## config.mk

```make
export PLATFORM = sky130hd
export DESIGN_NAME = ddr3_axi_sched
export DESIGN_NICKNAME = d
export VERILOG_FILES = /design/src/rtl/ddr3_axi_sched.sv
export SDC_FILE = /design/constraint.sdc
export NUM_CORES = 1
export LEC_CHECK = 0
export BUFFER_PORTS_ARGS = -buffer_cell sky130_fd_sc_hd__clkbuf_2
export CAP_MARGIN = 0
export CORE_MARGIN = 3
export CORE_UTILIZATION = 54
export DETAILED_ROUTE_END_ITERATION = 8
export HOLD_SLACK_MARGIN = 0.02
export PLACE_DENSITY = 0.88
export SYNTH_ARGS = -nofsm -noshare
export SYNTH_HDL_FRONTEND = slang
export SYNTH_SLANG_ARGS = --single-unit
```

## constraint.sdc

```tcl
create_clock -name clock -period 5.5 [get_ports clock]
set_input_delay 1.1 -clock clock [delete_from_list [all_inputs] [get_ports clock]]
set_output_delay 1.1 -clock clock [all_outputs]
set_load 0.02 [all_outputs]
```

## src/rtl/ddr3_axi_sched.sv

```systemverilog
// DDR3 command scheduler: arbitrates AXI AW/AR bursts into 16-byte memory commands and returns B.
// Optional macro DDR3_SCHED_WRITE_PRIORITY_EN gives writes fixed priority over reads.
module ddr3_axi_sched #(
  parameter int WIDTH      = 32,
  parameter int RD_CREDITS = 128
) (
  input  logic             clock,
  input  logic             reset,
  input  logic             axi_awvalid_i,
  output logic             axi_awready_o,
  input  logic [WIDTH-1:0] axi_awaddr_i,
  input  logic [3:0]       axi_awid_i,
  input  logic [7:0]       axi_awlen_i,
  input  logic             axi_arvalid_i,
  output logic             axi_arready_o,
  input  logic [WIDTH-1:0] axi_araddr_i,
  input  logic [3:0]       axi_arid_i,
  input  logic [7:0]       axi_arlen_i,
  output logic             axi_bvalid_o,
  input  logic             axi_bready_i,
  output logic [1:0]       axi_bresp_o,
  output logic [3:0]       axi_bid_o,
  input  logic             wdat_ready_i,
  input  logic             rd_free_i,
  output logic             ram_wren_o,
  output logic             ram_rden_o,
  input  logic             ram_accept_i,
  input  logic             ram_error_i,
  output logic [3:0]       ram_req_id_o,
  output logic [WIDTH-1:0] ram_addr_o
);

  localparam int CW = $clog2(RD_CREDITS + 1);

  typedef enum logic [1:0] {ST_IDLE, ST_WRITE, ST_BRESP, ST_READ} state_t;

  state_t           state_reg, state_next;
  logic             last_grant_reg;  // 1: previous grant went to the read side
  logic [WIDTH-1:0] addr_reg;
  logic [3:0]       id_reg;
  logic [9:0]       count_reg;
  logic [CW-1:0]    credits_reg;
  logic             err_reg;

  logic             grant_w, grant_r, prefer_w;
  logic             cmd_fire, rd_take;
  logic [9:0]       cmd_count_w, cmd_count_r;
  logic             unused_addr_bits;

  // Commands needed to cover the burst, counting from the 16-byte chunk holding the start beat.
  assign cmd_count_w = ((10'(axi_awaddr_i[3:2]) + 10'(axi_awlen_i)) >> 2) + 10'd1;
  assign cmd_count_r = ((10'(axi_araddr_i[3:2]) + 10'(axi_arlen_i)) >> 2) + 10'd1;
  assign unused_addr_bits = ^{axi_awaddr_i[1:0], axi_araddr_i[1:0]};

`ifdef DDR3_SCHED_WRITE_PRIORITY_EN
  assign prefer_w = 1'b1;
`else
  assign prefer_w = last_grant_reg;
`endif

  always_ff @(posedge clock) begin
    if (reset) begin
      state_reg <= ST_IDLE;
    end else begin
      state_reg <= state_next;
    end
  end

  always_comb begin
    state_next    = state_reg;
    grant_w       = 1'b0;
    grant_r       = 1'b0;
    ram_wren_o    = 1'b0;
    ram_rden_o    = 1'b0;
    axi_bvalid_o  = 1'b0;
    case (state_reg)
      ST_IDLE: begin
        // Gated by reset so no handshake is offered that the registers would then drop.
        if (!reset) begin
          if (axi_awvalid_i && (!axi_arvalid_i || prefer_w)) begin
            grant_w = 1'b1;
          end else if (axi_arvalid_i) begin
            grant_r = 1'b1;
          end
        end
        if (grant_w) begin
          state_next = ST_WRITE;
        end else if (grant_r) begin
          state_next = ST_READ;
        end
      end
      ST_WRITE: begin
        ram_wren_o = wdat_ready_i;
        if (wdat_ready_i && ram_accept_i && count_reg == 10'd1) begin
          state_next = ST_BRESP;
        end
      end
      ST_BRESP: begin
        axi_bvalid_o = 1'b1;
        if (axi_bready_i) begin
          state_next = ST_IDLE;
        end
      end
      ST_READ: begin
        ram_rden_o = (credits_reg != '0);
        if ((credits_reg != '0) && ram_accept_i && count_reg == 10'd1) begin
          state_next = ST_IDLE;
        end
      end
      default: state_next = ST_IDLE;
    endcase
  end

  assign axi_awready_o = grant_w;
  assign axi_arready_o = grant_r;
  assign cmd_fire      = (ram_wren_o | ram_rden_o) & ram_accept_i;
  assign rd_take       = ram_rden_o & ram_accept_i;

  always_ff @(posedge clock) begin
    if (reset) begin
      addr_reg       <= '0;
      id_reg         <= '0;
      count_reg      <= '0;
      last_grant_reg <= 1'b1;
      err_reg        <= 1'b0;
      credits_reg    <= CW'(RD_CREDITS);
    end else begin
      if (grant_w) begin
        addr_reg       <= {axi_awaddr_i[WIDTH-1:4], 4'b0000};
        id_reg         <= axi_awid_i;
        count_reg      <= cmd_count_w;
        last_grant_reg <= 1'b0;
      end else if (grant_r) begin
        addr_reg       <= {axi_araddr_i[WIDTH-1:4], 4'b0000};
        id_reg         <= axi_arid_i;
        count_reg      <= cmd_count_r;
        last_grant_reg <= 1'b1;
      end else if (cmd_fire) begin
        addr_reg  <= addr_reg + WIDTH'(16);
        count_reg <= count_reg - 10'd1;
      end

      if (grant_w) begin
        err_reg <= 1'b0;
      end else if (state_reg == ST_WRITE && ram_error_i) begin
        err_reg <= 1'b1;
      end

      // A free and a take in the same cycle cancel; frees beyond capacity are dropped.
      if (rd_take && !rd_free_i) begin
        credits_reg <= credits_reg - CW'(1);
      end else if (!rd_take && rd_free_i && credits_reg != CW'(RD_CREDITS)) begin
        credits_reg <= credits_reg + CW'(1);
      end
    end
  end

  assign axi_bresp_o  = err_reg ? 2'b10 : 2'b00;
  assign axi_bid_o    = id_reg;
  assign ram_req_id_o = id_reg;
  assign ram_addr_o   = addr_reg;

endmodule

```

# Word-level counts from Yosys, hierarchy flattened
# Index checks and enable logic that the tools add are counted.
# word_totals
reg_bits,58
input_bits,97
output_inout_bits,47
elab_cells,80
# op_classes
n_addsub,8
eq_ne,9
muxes,31
bitwise_logic,3
reduce_logical,21
# ops
operator,n
$mux W32,3
$add A32 B5 Y32 const B,1
$mux W10,3
$add A2 B8 Y9,2
$add A7 B1 Y8 const B,2
$mux W8,2
$mux W1,14
$mux W2,6
$eq A10 B1 Y1 const B,1
$sub A10 B1 Y10 const B,1
$logic_and A1 B1 Y1,9
$add A8 B1 Y8 const B,1
$mux W4,2
$ne A8 B8 Y1 const B,1
$pmux W2 S4,1
$reduce_bool A8 Y1,1
$sub A8 B1 Y8 const B,1
$ne A2 B2 Y1 const B,3
$eq A2 B2 Y1 const B,2
$reduce_and A4 Y1,1
$reduce_bool A2 Y1,2
$logic_not A1 Y1,3
$ne A3 B3 Y1 const B,1
$reduce_bool A3 Y1,1
other kinds (7),8

# Depth between registers and ports, before layout
# Gate-level depths: netlist (run 1).
# depth
depth_word,9
depth_mapped,10
depth_no_buf,9

# Worst setup path before layout (run 1)
# Ideal clock, no wire load.
# synth_path
path_type,input port to output port
start,input port reset
end,output port axi_arready_o
arrival_ns,1.998
required_ns,4.400
setup_slack_ns,2.402
path_stages,4
n_path_buf,1
cell_sequence,nor3_1 nand3_1 inv_1 clkbuf_1
# synth_between
elab_chain_cells,3
# synth_lines
item,line_no,rtl
start: declaration,8,"input logic reset,"
$mux W1,79,if (!reset) begin
$mux W1 (2 in series),76,case (state_reg)
end: declaration,15,"output logic axi_arready_o,"
# No other way between the ends. The select of a mux whose other input is x is not followed.

# Worst setup path in the final report (run 1)
# Same ends and word-level chain as after synthesis.

==> reports/summary.txt, run 1 <==
Status = finished, final reports clean
Wire per inst = 17.3 um
Worst-path fanout max = 35
Synth async-reset ratio = 0
Cells after synthesis = 486
DR iter-0 viols = 435
CP Class = input port to output pin
Flip-flop count of the largest register after layout = 28
Largest family of logic cells by synthesized area = compound AO/OA/AOI/OAI gates
Synth Area in XOR/XNOR = 0.0610
Max-Cap Viols = 0
DP Worst Slack = 1.74 ns
Sequential area share after synthesis = 0.290
IO Port Bufs = 134
Initial antenna violation count = 0
Final ANT Viol Nets = 0
GRT overflow = 0
Clock Tree Buf Depth = 2
Most used cell, CP = clkbuf_2
Worst path cell trace = clkbuf_2 > nor3_1 > nand3_1 > buf_4 > inv_1 > clkbuf_2
Pwr per Cell Area = 246 nW/um^2
Worst hold path class = flop to flop
Cts bufs inserted = 5
Startpoint Class = input port
Worst skew pair latency = 0.32 ns
CP Capture Type = output pin
Vias per inst = 6.39
Die Span Y = 89.1 um
Worst-Margin Slew = 1.12 ns
Achievable frequency = 263 MHz
Slowest stage delay, CP = 0.38 ns
Simple-Gate Fraction of Synth Area = 0.251
Period Utilization, post-route = 0.690
Netlist cell types = 70
Post_cts resized = 0
Most common cell after layout, fill and taps aside = clkbuf_2
Post-Syn Area = 3730 sq um
Num rows = 29
Setup ws final = 1.70 ns
Worst hold start = count_reg[1]
TNS Setup = 0 ns
Largest net degree at the start of global routing = 38
Crit path buf inv count = 4
Most frequent cells in the layout = clkbuf_2 (134), nor2_1 (58), dfxtp_1 (54)
Minimum clock period = 3.80 ns
Setup repair after global routing missed its margin = false
VDD IR-drop max = 0.141 mV
Synth Flop Type = dfxtp_1
Synth warnings = 0
Vias in the first global route = 3982
Clock Root Buffer = clkbuf_8
Global-route wire length before repair = 18.4 mm
Syn_area_per_cell = 7.68 sq um
Leak = 1.87 nW
Fin nets = 704
WL final = 11.7 mm
Worst Skew = 0.00973 ns
RR Startpoint = state_reg[1]
Slowest stage cell, crit path = inv_1
Initial Utilization = 0.571
Post-synth EDFFs = 0
Relative slew slack = 0.255
Layout area overhead = 19.6%
Htree depth = 2
Routability cong. = 0.913
Critical Path RT = 4.40 ns
Critical Path AT = 2.70 ns
Crit path max-delay family = buffers and inverters
Io pins = 144
1st-pass router iterations = 7
CTS Hold Bufs = 0
Reg clk slew, reported paths = 0.10 ns
Number of synthesized register bits = 54
Multiplexer share of the synthesized area = 0.00805
DR DRC count = 0
CTS sink count = 54
Gr usage total = 0.289
Setup Fix Bufs, Post-CTS = 0
Antenna cells = 0
Post-Synth Adder-Cell Area = 0.0322
Hold Fails Final Rpt = 0
CTS tree = built
Die W = 89.1 um
Slew Limit Fails = 0
Worst setup startpoint = reset
Vias = 4323
Compound-Gate Fraction of Synth Area = 0.293
Hpwl dp = 8.50 mm
# setup viols final = 0
Full die area = 7950 sq um
Layout cell share with drive strength beyond 1 = 0.270
Core area = 6530 sq um
[synth_stat cells (4+ instances only)]
cell       n  area, sq um
ha_1       8          100
o31ai_1    7         52.6
dfxtp_1   54         1080
xnor2_1   13          114
a31oi_1    8         50.1
or3_1      4         25.0
inv_1     13         48.8
xor2_1    13          114
o21ai_0   33          165
buf_4     12         90.1
nor2_1    58          218
nand2_1   28          105
a211oi_1   9         67.6
clkbuf_1  20         75.1
a311oi_1   5         43.8
and3_1     7         43.8
a21oi_1   34          170
o22ai_1   18          113
nor3_1    19         95.1
nor2b_1    4         25.0
nor4_1     4         25.0
nand4_1    6         37.5
buf_2      5         25.0
nand3_1   23          115
o221ai_1   8         70.1
a222oi_1   5         50.1
nand2b_1   4         25.0
[stage by stage]
step	cell area, sq um	hold WS [ns]	power, mW	util	std cells
after floorplan	3750	0.446	0.732	-	490
after global placement	4370	0.457	0.836	0.668	669
after detailed placement	4370	0.477	0.850	0.668	669
after CTS	4460	0.491	1.09	0.684	677
after global routing	4460	0.511	1.16	0.684	677
final	4460	0.494	1.10	0.684	677
[power by group]
part / switching (mW) / internal [mW] / total, mW
clock: 0.145 / 0.104 / 0.249
combinational: 0.219 / 0.145 / 0.364
sequential: 0.0538 / 0.431 / 0.485
total: 0.418 / 0.681 / 1.10
[per-layer routing]
metal	global-route usage	up-vias	part of all wire
met3	0.0442	21	0.077
met5	0	-	0
li1	-	2052	-
met1	0.387	2029	0.41
met4	0.0893	0	0.015
met2	0.478	221	0.49
[worst paths after layout]
path / depth (start not counted) / end / slack [ns]
worst max-delay path: 6 / axi_arready_o / 1.70
worst min-delay path: 2 / count_reg[1] / 0.49
worst max register to register: 8 / credits_reg[4] / 2.73
worst min register to register: 2 / count_reg[1] / 0.49
[worst min-delay path, delay by kind of cell, from the launching register on]
kind | cells | cell delay [ns]
flops | 1 | 0.34
simple gates | 1 | 0.06
compound gates | 1 | 0.05
[layout make-up]
cell class	instances	area, sq um
Multi-Input combinational cell	386	2430
Fill cell	569	2070
Sequential cell	54	1080
Timing Repair Buffer	139	708
Tap cell	77	96.3
Clock buffer	6	82.6
Inverter	13	48.8
Clock inverter	2	16.3
[kinds of logic (layout without fill, tap and decap cells)]
kind of cell | count (synthesis) | after routing
flip-flops | 54 | 54
AO/OA/AOI/OAI | 162 | 162
AND/OR/NAND/NOR | 180 | 180
other | 1 | 5
adder cells (fa/ha/maj) | 10 | 10
XOR/XNOR | 26 | 26
buffers and inverters | 50 | 160
multiplexers | 3 | 3
Power figures use the tool's default switching activity.
==> run 2, diff against run 1 <==
CORE_UTILIZATION = 45   (was 54)
PLACE_DENSITY = 0.78   (was 0.88)
clock period = 3.2 ns   (was 5.5 ns; I/O delays follow)
==> reports/summary.txt, run 2 (synthesized netlist as in run 1, its figures left out) <==
Status = finished, final reports clean
Achievable frequency = 396 MHz
Clock Root Buffer = clkbuf_8
TNS Setup = 0 ns
RR Startpoint = credits_reg[1]
CP Capture Type = flop
Htree depth = 2
Core area = 7890 sq um
Hold WS = 0.483 ns
Worst-path fanout max = 15
Largest net degree at the start of global routing = 35
Worst hold path class = flop to flop
Worst setup startpoint = credits_reg[1]
Post_cts resized = 0
Fin nets = 710
Max-Cap Viols = 0
Hpwl dp = 8.39 mm
Routability cong. = 0.940
Initial antenna violation count = 0
Reg2Reg Capture Point = ram_addr_o[17]
DR iter-0 viols = 282
Slew Limit Fails = 0
Die Span Y = 97.1 um
Most common cell after layout, fill and taps aside = clkbuf_2
Vias = 4268
Hold Fails Final Rpt = 0
Worst-Margin Slew = 0.695 ns
# setup viols final = 0
Crit path max-delay family = simple AND/OR/NAND/NOR gates
Worst R2R Setup Slack = 0.67 ns
P_sw = 0.701 mW
Setup ws final = 0.673 ns
Antenna cells = 0
Clock Tree Buf Depth = 2
Layout area overhead = 21.6%
Slowest stage cell, crit path = nor2_2
Pwr per Cell Area = 413 nW/um^2
Layout cell share with drive strength beyond 1 = 0.277
Setup Fix Bufs, Post-CTS = 0
Crit path buf inv count = 0
CP Class = flop to flop
Final ANT Viol Nets = 0
IO Port Bufs = 134
Clock Power Share = 0.221
Most frequent cells in the layout = clkbuf_2 (134), nor2_1 (58), dfxtp_1 (54)
Relative slew slack = 0.537
VDD IR-drop max = 0.205 mV
Flip-flop count of the largest register after layout = 28
CTS sink count = 54
Comb pwr share = 0.336
Initial Utilization = 0.473
Placed Cells = 700
Reg clk slew, reported paths = 0.10 ns
CTS Hold Bufs = 0
Vias per inst = 6.03
Num rows = 32
Sequential Power Share = 0.443
Sw Ratio = 0.374
1st-pass router iterations = 8
Setup repair after global routing missed its margin = false
Global-route wire length before repair = 18.8 mm
Critical Path AT = 2.77 ns
Worst Skew = 0.0130 ns
CTS tree = built
Die W = 97.1 um
Period Utilization, post-route = 0.790
Cell-internal power = 1.17 mW
R2R depth = 6
Startpoint Class = flop
Leak = 1.90 nW
Minimum clock period = 2.53 ns
WL final = 11.5 mm
Non-Filler Instances = 708
Gr usage total = 0.232
Cts bufs inserted = 5
Design Power = 1.87 mW
DP Worst Slack = 0.615 ns
DR DRC count = 0
Crit. path cell count = 6
Vias in the first global route = 3977
CP endpoint = ram_addr_o[17]
Full die area = 9420 sq um
Critical Path RT = 3.44 ns
Wire per inst = 16.2 um
Io pins = 144
Worst skew pair latency = 0.31 ns
Worst path cell trace = nor4_4 > a21o_1 > nand2_1 > nor2_2 > o21ai_0 > a21oi_1
Slowest stage delay, CP = 0.65 ns
GRT overflow = 0
-- run 2: cell types whose count changed in the layout (fill, tap and decap cells not counted) --
cell,delta
clkinv_2,+1
buf_4,+6
inv_6,-1
-- run 2: worst min path at each step --
stage / from / end / slack, ns / depth (start not counted)
2_1_floorplan: count_reg[1] / count_reg[1] / 0.45 / 2
3_3_place_gp: count_reg[1] / count_reg[1] / 0.46 / 2
3_5_place_dp: count_reg[1] / count_reg[1] / 0.47 / 2
4_1_cts: count_reg[1] / count_reg[1] / 0.48 / 2
5_1_grt: count_reg[1] / count_reg[1] / 0.53 / 2
6_report: count_reg[1] / count_reg[1] / 0.48 / 2
-- run 2: layout make-up --
cell class	instances	area, sq um
clock buffer	6	82.6
clock inverter	2	12.5
fill	776	3350
inverter	13	48.8
multi-input combinational	386	2430
sequential	54	1080
tap	102	128
timing repair buffer	145	753
-- run 2: routing by layer --
metal	up-vias	global-route usage	wire, um
met5	-	0	0
met4	0	0.0810	295
met3	30	0.0416	850
met2	189	0.387	5490
met1	1994	0.301	4840
li1	2055	-	-
-- run 2: per-stage QoR --
stage	instance area, sq um	utilization
floorplan	3750	-
global placement	4440	0.563
detailed placement	4440	0.563
CTS	4540	0.575
global route	4540	0.575
finish	4540	0.575
-- run 2: power by group through the flow --
stage | sequential [mW] | combinational, mW | clock [mW]
floorplan | 0.871 | 0.387 | 0
global placement | 0.839 | 0.606 | 0
detailed placement | 0.843 | 0.620 | 0
CTS | 0.829 | 0.625 | 0.421
global route | 0.846 | 0.690 | 0.443
finish | 0.830 | 0.629 | 0.413
-- run 2: tightest hold or removal path: cells and delay by family (launching register included) --
family / cells / cell delay, ns
AOI/OAI and AO/OA: 1 / 0.05
and+or+nand+nor: 1 / 0.06
DFF: 1 / 0.34
